**config.mk**
```make
export PLATFORM = sky130hd
export DESIGN_NAME = mc_sequencer
export DESIGN_NICKNAME = d
export VERILOG_FILES = /design/src/rtl/mc_sequencer_pkg.sv /design/src/rtl/mc_return_stack.sv /design/src/rtl/mc_sequencer.sv
export SDC_FILE = /design/constraint.sdc
export NUM_CORES = 1
export LEC_CHECK = 0
export ABC_AREA = 1
export BUFFER_PORTS_ARGS = -buffer_cell sky130_fd_sc_hd__buf_2
export CAP_MARGIN = 20
export CORE_MARGIN = 10
export CORE_UTILIZATION = 55
export DETAILED_ROUTE_END_ITERATION = 8
export PLACE_DENSITY = 0.79
export SYNTH_ARGS = -nofsm -noshare
export SYNTH_HDL_FRONTEND = slang
export SYNTH_HIERARCHICAL = 1
export SYNTH_SLANG_ARGS = --single-unit
```
**constraint.sdc**
```tcl
create_clock -name clk -period 6.1 [get_ports clk]
set_input_delay 1.83 -clock clk [delete_from_list [all_inputs] [get_ports clk]]
set_output_delay 1.83 -clock clk [all_outputs]
set_load 0.03 [all_outputs]
```
**src/rtl/mc_sequencer_pkg.sv**
```systemverilog
// mc_sequencer_pkg
//   Shared instruction definitions for the micro-controller sequencer slice:
//   opcode enumeration, opcode field position (relative to the operand
//   field, so it follows the program-counter width), sequencer run/halt
//   states and a small sizing helper for the return-stack pointer.
package mc_sequencer_pkg;

  localparam int OPC_W   = 4;
  // Opcode bit positions counted from the first bit above the operand field.
  localparam int OPC_LSB = 0;
  localparam int OPC_MSB = OPC_W - 1;

  typedef enum logic [3:0] {
    OPC_NOP  = 4'h0,
    OPC_JMP  = 4'h1,
    OPC_CALL = 4'h2,
    OPC_RTN  = 4'h3,
    OPC_OUT  = 4'h4,
    OPC_IN   = 4'h5,
    OPC_HALT = 4'h6
  } opcode_t;

  typedef enum logic [0:0] {
    ST_RUN  = 1'b0,
    ST_HALT = 1'b1
  } seq_state_t;

  // Pointer width able to hold 0..depth inclusive.
  function automatic int sp_width(input int depth);
    return (depth < 1) ? 1 : $clog2(depth + 1);
  endfunction

endpackage

```
**src/rtl/mc_return_stack.sv**
```systemverilog
// mc_return_stack
//   LIFO of return addresses for subroutine calls.
//   Ports:
//     clk, rst          clock, synchronous active-low reset (empties stack)
//     push, data_in     store data_in on top (ignored when full)
//     pop               discard top entry (ignored when empty)
//     top               most recently pushed entry (undefined when empty)
//     full, empty       occupancy flags
module mc_return_stack
  import mc_sequencer_pkg::*;
#(
  parameter int ADDR_W  = 8,
  parameter int STACK_D = 4
) (
  input  logic              clk,
  input  logic              rst,
  input  logic              push,
  input  logic              pop,
  input  logic [ADDR_W-1:0] data_in,
  output logic [ADDR_W-1:0] top,
  output logic              full,
  output logic              empty
);

  localparam int SP_W  = sp_width(STACK_D);
  localparam int IDX_W = (STACK_D > 1) ? $clog2(STACK_D) : 1;

  logic [ADDR_W-1:0] r_mem [STACK_D];
  logic [SP_W-1:0]   r_sp;
  logic [SP_W-1:0]   w_sp_m1;

  assign w_sp_m1 = r_sp - SP_W'(1);
  assign full    = (r_sp == SP_W'(STACK_D));
  assign empty   = (r_sp == {SP_W{1'b0}});
  assign top     = r_mem[w_sp_m1[IDX_W-1:0]];

  // Stack pointer: push has precedence; the sequencer never asserts both.
  always_ff @(posedge clk) begin
    if (!rst) begin
      r_sp <= {SP_W{1'b0}};
    end else if (push && !full) begin
      r_sp <= r_sp + SP_W'(1);
    end else if (pop && !empty) begin
      r_sp <= w_sp_m1;
    end else begin
      r_sp <= r_sp;
    end
  end

  // Entry storage; contents are don't-care after reset so no reset here.
  always_ff @(posedge clk) begin
    if (rst && push && !full) begin
      r_mem[r_sp[IDX_W-1:0]] <= data_in;
    end
  end

endmodule

```
**src/rtl/mc_sequencer.sv**
```systemverilog
// mc_sequencer
//   Program counter sequencer with call/return stack and halt control.
//   Ports:
//     clk, rst                 clock, synchronous active-low reset
//     rom_addr                 program memory address (= pc)
//     rom_data                 {opcode, operand} word at rom_addr
//     instruction, io_addr     opcode / operand fields of rom_data
//     jmp, rtn, flag_o, flag_f decoded-instruction strobes for current word
//     run                      resume pulse while halted
//     halted                   sequencer stopped
//     stack_err                sticky stack overflow/underflow
module mc_sequencer
  import mc_sequencer_pkg::*;
#(
  parameter int ADDR_W  = 8,
  parameter int STACK_D = 4
) (
  input  logic                  clk,
  input  logic                  rst,
  output logic [ADDR_W-1:0]     rom_addr,
  input  logic [ADDR_W+3:0]     rom_data,
  output logic [3:0]            instruction,
  output logic [ADDR_W-1:0]     io_addr,
  input  logic                  jmp,
  input  logic                  rtn,
  input  logic                  flag_o,
  input  logic                  flag_f,
  input  logic                  run,
  output logic                  halted,
  output logic                  stack_err
);

  seq_state_t        r_state;
  seq_state_t        w_state_next;
  logic [ADDR_W-1:0] r_pc;
  logic [ADDR_W-1:0] w_pc_next;
  logic [ADDR_W-1:0] w_pc_inc;
  logic [ADDR_W-1:0] w_operand;
  logic [ADDR_W-1:0] w_top;
  logic              w_push;
  logic              w_pop;
  logic              w_full;
  logic              w_empty;
  logic              w_err_set;
  logic              r_stack_err;
  opcode_t           w_opcode;

  assign w_operand   = rom_data[ADDR_W-1:0];
  assign w_opcode    = opcode_t'(rom_data[ADDR_W+OPC_MSB:ADDR_W+OPC_LSB]);
  assign w_pc_inc    = r_pc + ADDR_W'(1);
  assign rom_addr    = r_pc;
  assign instruction = w_opcode;
  assign io_addr     = w_operand;
  assign halted      = (r_state == ST_HALT);
  assign stack_err   = r_stack_err;

  mc_return_stack #(
    .ADDR_W  (ADDR_W),
    .STACK_D (STACK_D)
  ) u_stack (
    .clk     (clk),
    .rst     (rst),
    .push    (w_push),
    .pop     (w_pop),
    .data_in (w_pc_inc),
    .top     (w_top),
    .full    (w_full),
    .empty   (w_empty)
  );

  // Next-pc priority: rtn > flag_f > jmp > flag_o > increment; halt holds.
  always_comb begin
    w_pc_next    = r_pc;
    w_state_next = r_state;
    w_push       = 1'b0;
    w_pop        = 1'b0;
    w_err_set    = 1'b0;
    case (r_state)
      ST_RUN: begin
        if (rtn) begin
          if (w_empty) begin
            // Underflow: behave like a plain increment.
            w_pc_next = w_pc_inc;
            w_err_set = 1'b1;
          end else begin
            w_pop     = 1'b1;
            w_pc_next = w_top;
          end
        end else if (flag_f) begin
          // Overflow drops the return address but still takes the call.
          w_pc_next = w_operand;
          if (w_full) begin
            w_err_set = 1'b1;
          end else begin
            w_push = 1'b1;
          end
        end else if (jmp) begin
          w_pc_next = w_operand;
        end else if (flag_o) begin
          w_pc_next    = w_pc_inc;
          w_state_next = ST_HALT;
        end else begin
          w_pc_next = w_pc_inc;
        end
      end
      ST_HALT: begin
        // Only run is honoured; pc resumes on the edge after this one.
        if (run) begin
          w_state_next = ST_RUN;
        end else begin
          w_state_next = ST_HALT;
        end
      end
      default: begin
        w_state_next = ST_RUN;
      end
    endcase
  end

  // State, pc and sticky error registers.
  always_ff @(posedge clk) begin
    if (!rst) begin
      r_state     <= ST_RUN;
      r_pc        <= {ADDR_W{1'b0}};
      r_stack_err <= 1'b0;
    end else begin
      r_state     <= w_state_next;
      r_pc        <= w_pc_next;
      r_stack_err <= r_stack_err | w_err_set;
    end
  end

endmodule

```
==> impl_metrics.yaml <==
power_and_ir_drop:
  p_int_uw: 526
  power_switching_uw: 281
  switching_share: 0.348
  clkPwrFrac: 0.230
  p_leak_nw: 1.04
  p_comb_frac: 0.294
  seq_power_share: 0.476
  total_power_uw: 807
  peakVddDrop_mv: 0.211
  p_per_area_nw_per_um2: 323
synthesis:
  synthesis.area_um2: 2320
  ys_seq_area_frac: 0.527
  synthCells: 257
  ys_warn_count: 6
  ys_types: 29
  syn_avg_cell_area_um2: 9.02
  synth_fp_nets: 283
  synth-seq-cells: 45
drt:
  drtAntennaViolNets: 0
  route.detailed.drc: 0
  num_vias: 1788
  drt-pass1-iter-count: 4
  via_per_inst: 5.42
  wl_per_cell_um: 15.1
  drt_iter0_markers: 200
  wirelength_um: 5000
flow_run:
  drv_cap: 0
cells_and_area:
  fin_area_um2: 2490
  drive_above_1_share: 0.161
  area_growth_pct: 7.61
  fin_nets: 305
  antennaDiodeCount: 0
  fillers: 335
worst_setup_path:
  crit_family: "buffers and inverters"
  slowest_delay_ps: 190
  cpMostUsedCell: "buf_2"
  cp.required_ps: 4270
  worst-path-buf-inv: 2
  slowest_stage: "buf_2"
  path_class: "input pin to output port"
  startpoint_type: "input pin"
  crit_chain: "buf_2 > buf_2"
  end_kind: "output port"
  worstPathArrival_ps: 2110
  critPathMaxFanout: 2
placed_design:
  place_ws_ps: 2160
  numPortBuffers: 32
  placed_area_um2: 2400
  dp_hpwl_um: 3590
  gp_congestion: 0.812
timing:
  fin_crit_sh: 0.646
  tightest_slew_ps: 868
  rsz0062_at_grt: "false"
  hold_slack_ps: 522
  finalSetupTns_ps: 0
  fmax_mhz: 254
  relSlewSlack: 0.419
  finalSetupViolCount: 0
  final_hold_viol_count: 0
  finalClockSkew_ps: 7.84
  slew_violations: 0
  min_period_ps: 3940
  layout_setup_ws_ps: 2160
global_routing:
  antenna_found_initial: 0
  overflow: 0
  grt.total_usage: 0.136
  grt_pass1_wl_um: 8180
  grt_max_degree: 22
  grt_pass1_vias: 1712
clock_tree:
  ctsHoldBuffers: 0
  cts_tree: "done"
  cts_buffers: 5
  htreeDepth: 2
  cts.clk_slew.worst_paths_ps: 80
  insertion_delay_ps: 300
  cts_root_buf: "clkbuf_8"
  cts.sinks: 45
  cts_resized: 0
  clockBufferDepth: 2
  post_cts_buffers: 0
floorplanning:
  row_count: 23
  initial_utilization: 0.575
  die_h_um: 84.9
  die_width_um: 84.9
  ios: 41
  die_area_um2: 7210
  core_area_um2: 4030
hold_path:
  hp-class: "register to register"
status:
  status: "complete, no violations"
## flip-flops by register name (all words and copies together), names as in the netlist
register / cells
stack_err: 1
u_stack/r_mem: 32
halted: 1
rom_addr: 8
u_stack/r_sp: 3
## power groups by stage
stage | Clock, mW | Sequential [mW] | Combinational (mW)
finish | 0.186 | 0.384 | 0.237
detailed placement | 0 | 0.391 | 0.235
global route | 0.201 | 0.388 | 0.267
CTS | 0.189 | 0.383 | 0.237
global placement | 0 | 0.390 | 0.229
floorplan | 0 | 0.403 | 0.167
## cell type report
| class | count | area (um^2) | area share |
|---|---|---|---|
| inverters | 24 | 92.6 | 0.0371 |
| flip-flops and latches | 45 | 1220 | 0.490 |
| multi-input cells | 171 | 867 | 0.348 |
| well taps | 50 | 62.6 | 0.0251 |
| clock buffers | 8 | 90.1 | 0.0361 |
| repair buffers | 32 | 160 | 0.0642 |
## placed cells by master (no fill, tap or decap)
cell type and count:
inv_4 1, and2_1 3, o21ai_1 1, buf_2 32
nor2_8 1, clkbuf_1 2, a21oi_2 1, dfxtp_1 13
nand3_1 12, or2_2 1, nor4_1 1, inv_2 2
inv_1 21, a211oi_1 1, nor2_2 1, ha_1 7
a21oi_1 21, xor2_1 1, o21bai_1 2, nand3b_1 1
clkbuf_8 6, o22ai_1 8, nor3_1 1, nor2_1 35
nand2_1 43, nand4_1 4, o21ai_0 25, edfxtp_1 32
a31oi_1 1
## cell usage after synthesis
library cell	number	share of area
a211oi_1	1	0.0032
a21oi_1	21	0.045
a21oi_2	1	0.0038
a31oi_1	1	0.0027
and2_1	3	0.0081
buf_2	1	0.0022
buf_4	13	0.042
buf_6	3	0.015
dfxtp_1	13	0.11
edfxtp_1	32	0.41
ha_1	7	0.038
inv_1	21	0.034
inv_2	2	0.0032
inv_4	1	0.0027
nand2_1	43	0.070
nand3_1	12	0.026
nand3b_1	1	0.0032
nand4_1	4	0.011
nor2_1	35	0.057
nor2_2	1	0.0027
nor2_8	1	0.0086
nor3_1	1	0.0022
nor4_1	1	0.0027
o21ai_0	25	0.054
o21ai_1	1	0.0022
o21bai_1	2	0.0065
o22ai_1	8	0.022
or2_2	1	0.0027
xor2_1	1	0.0038
## metal layers
| metal | track usage | up-vias | wire (um) |
|---|---|---|---|
| met1 | 0.170 | 804 | 2210 |
| met5 | 0 | - | 0 |
| met3 | 0.0373 | 5 | 386 |
| met4 | 0.0509 | 0 | 65 |
| li1 | - | 916 | - |
| met2 | 0.220 | 63 | 2330 |
## stage by stage
step,instances,utilization
5_1_grt,330,0.619
3_3_place_gp,322,0.597
2_1_floorplan,257,-
6_report,330,0.619
3_5_place_dp,322,0.597
4_1_cts,330,0.619
## logic make-up after synthesis
logic type,after synthesis,share of synthesized area
xor+xnor,1,0.00378
buf+inv,41,0.0988
flops,45,0.527
fa+ha+maj,7,0.0378
simple gates,103,0.193
compound gates,60,0.139
## tightest hold or removal path: cells and delay by family (launching register included)
family          cells  cell delay (ps)
compound gates      2              150
flops               1              340
## worst paths after layout
check                  start  slack [ps]  depth (start not counted)                  end
max reg2reg  u_stack/r_sp[0]        2820                          9  u_stack/r_mem[2][2]
max              rom_data[6]        2160                          2           io_addr[6]
min                stack_err         520                          2            stack_err
min reg2reg        stack_err         520                          2            stack_err
(Power assumes the default switching activity.)
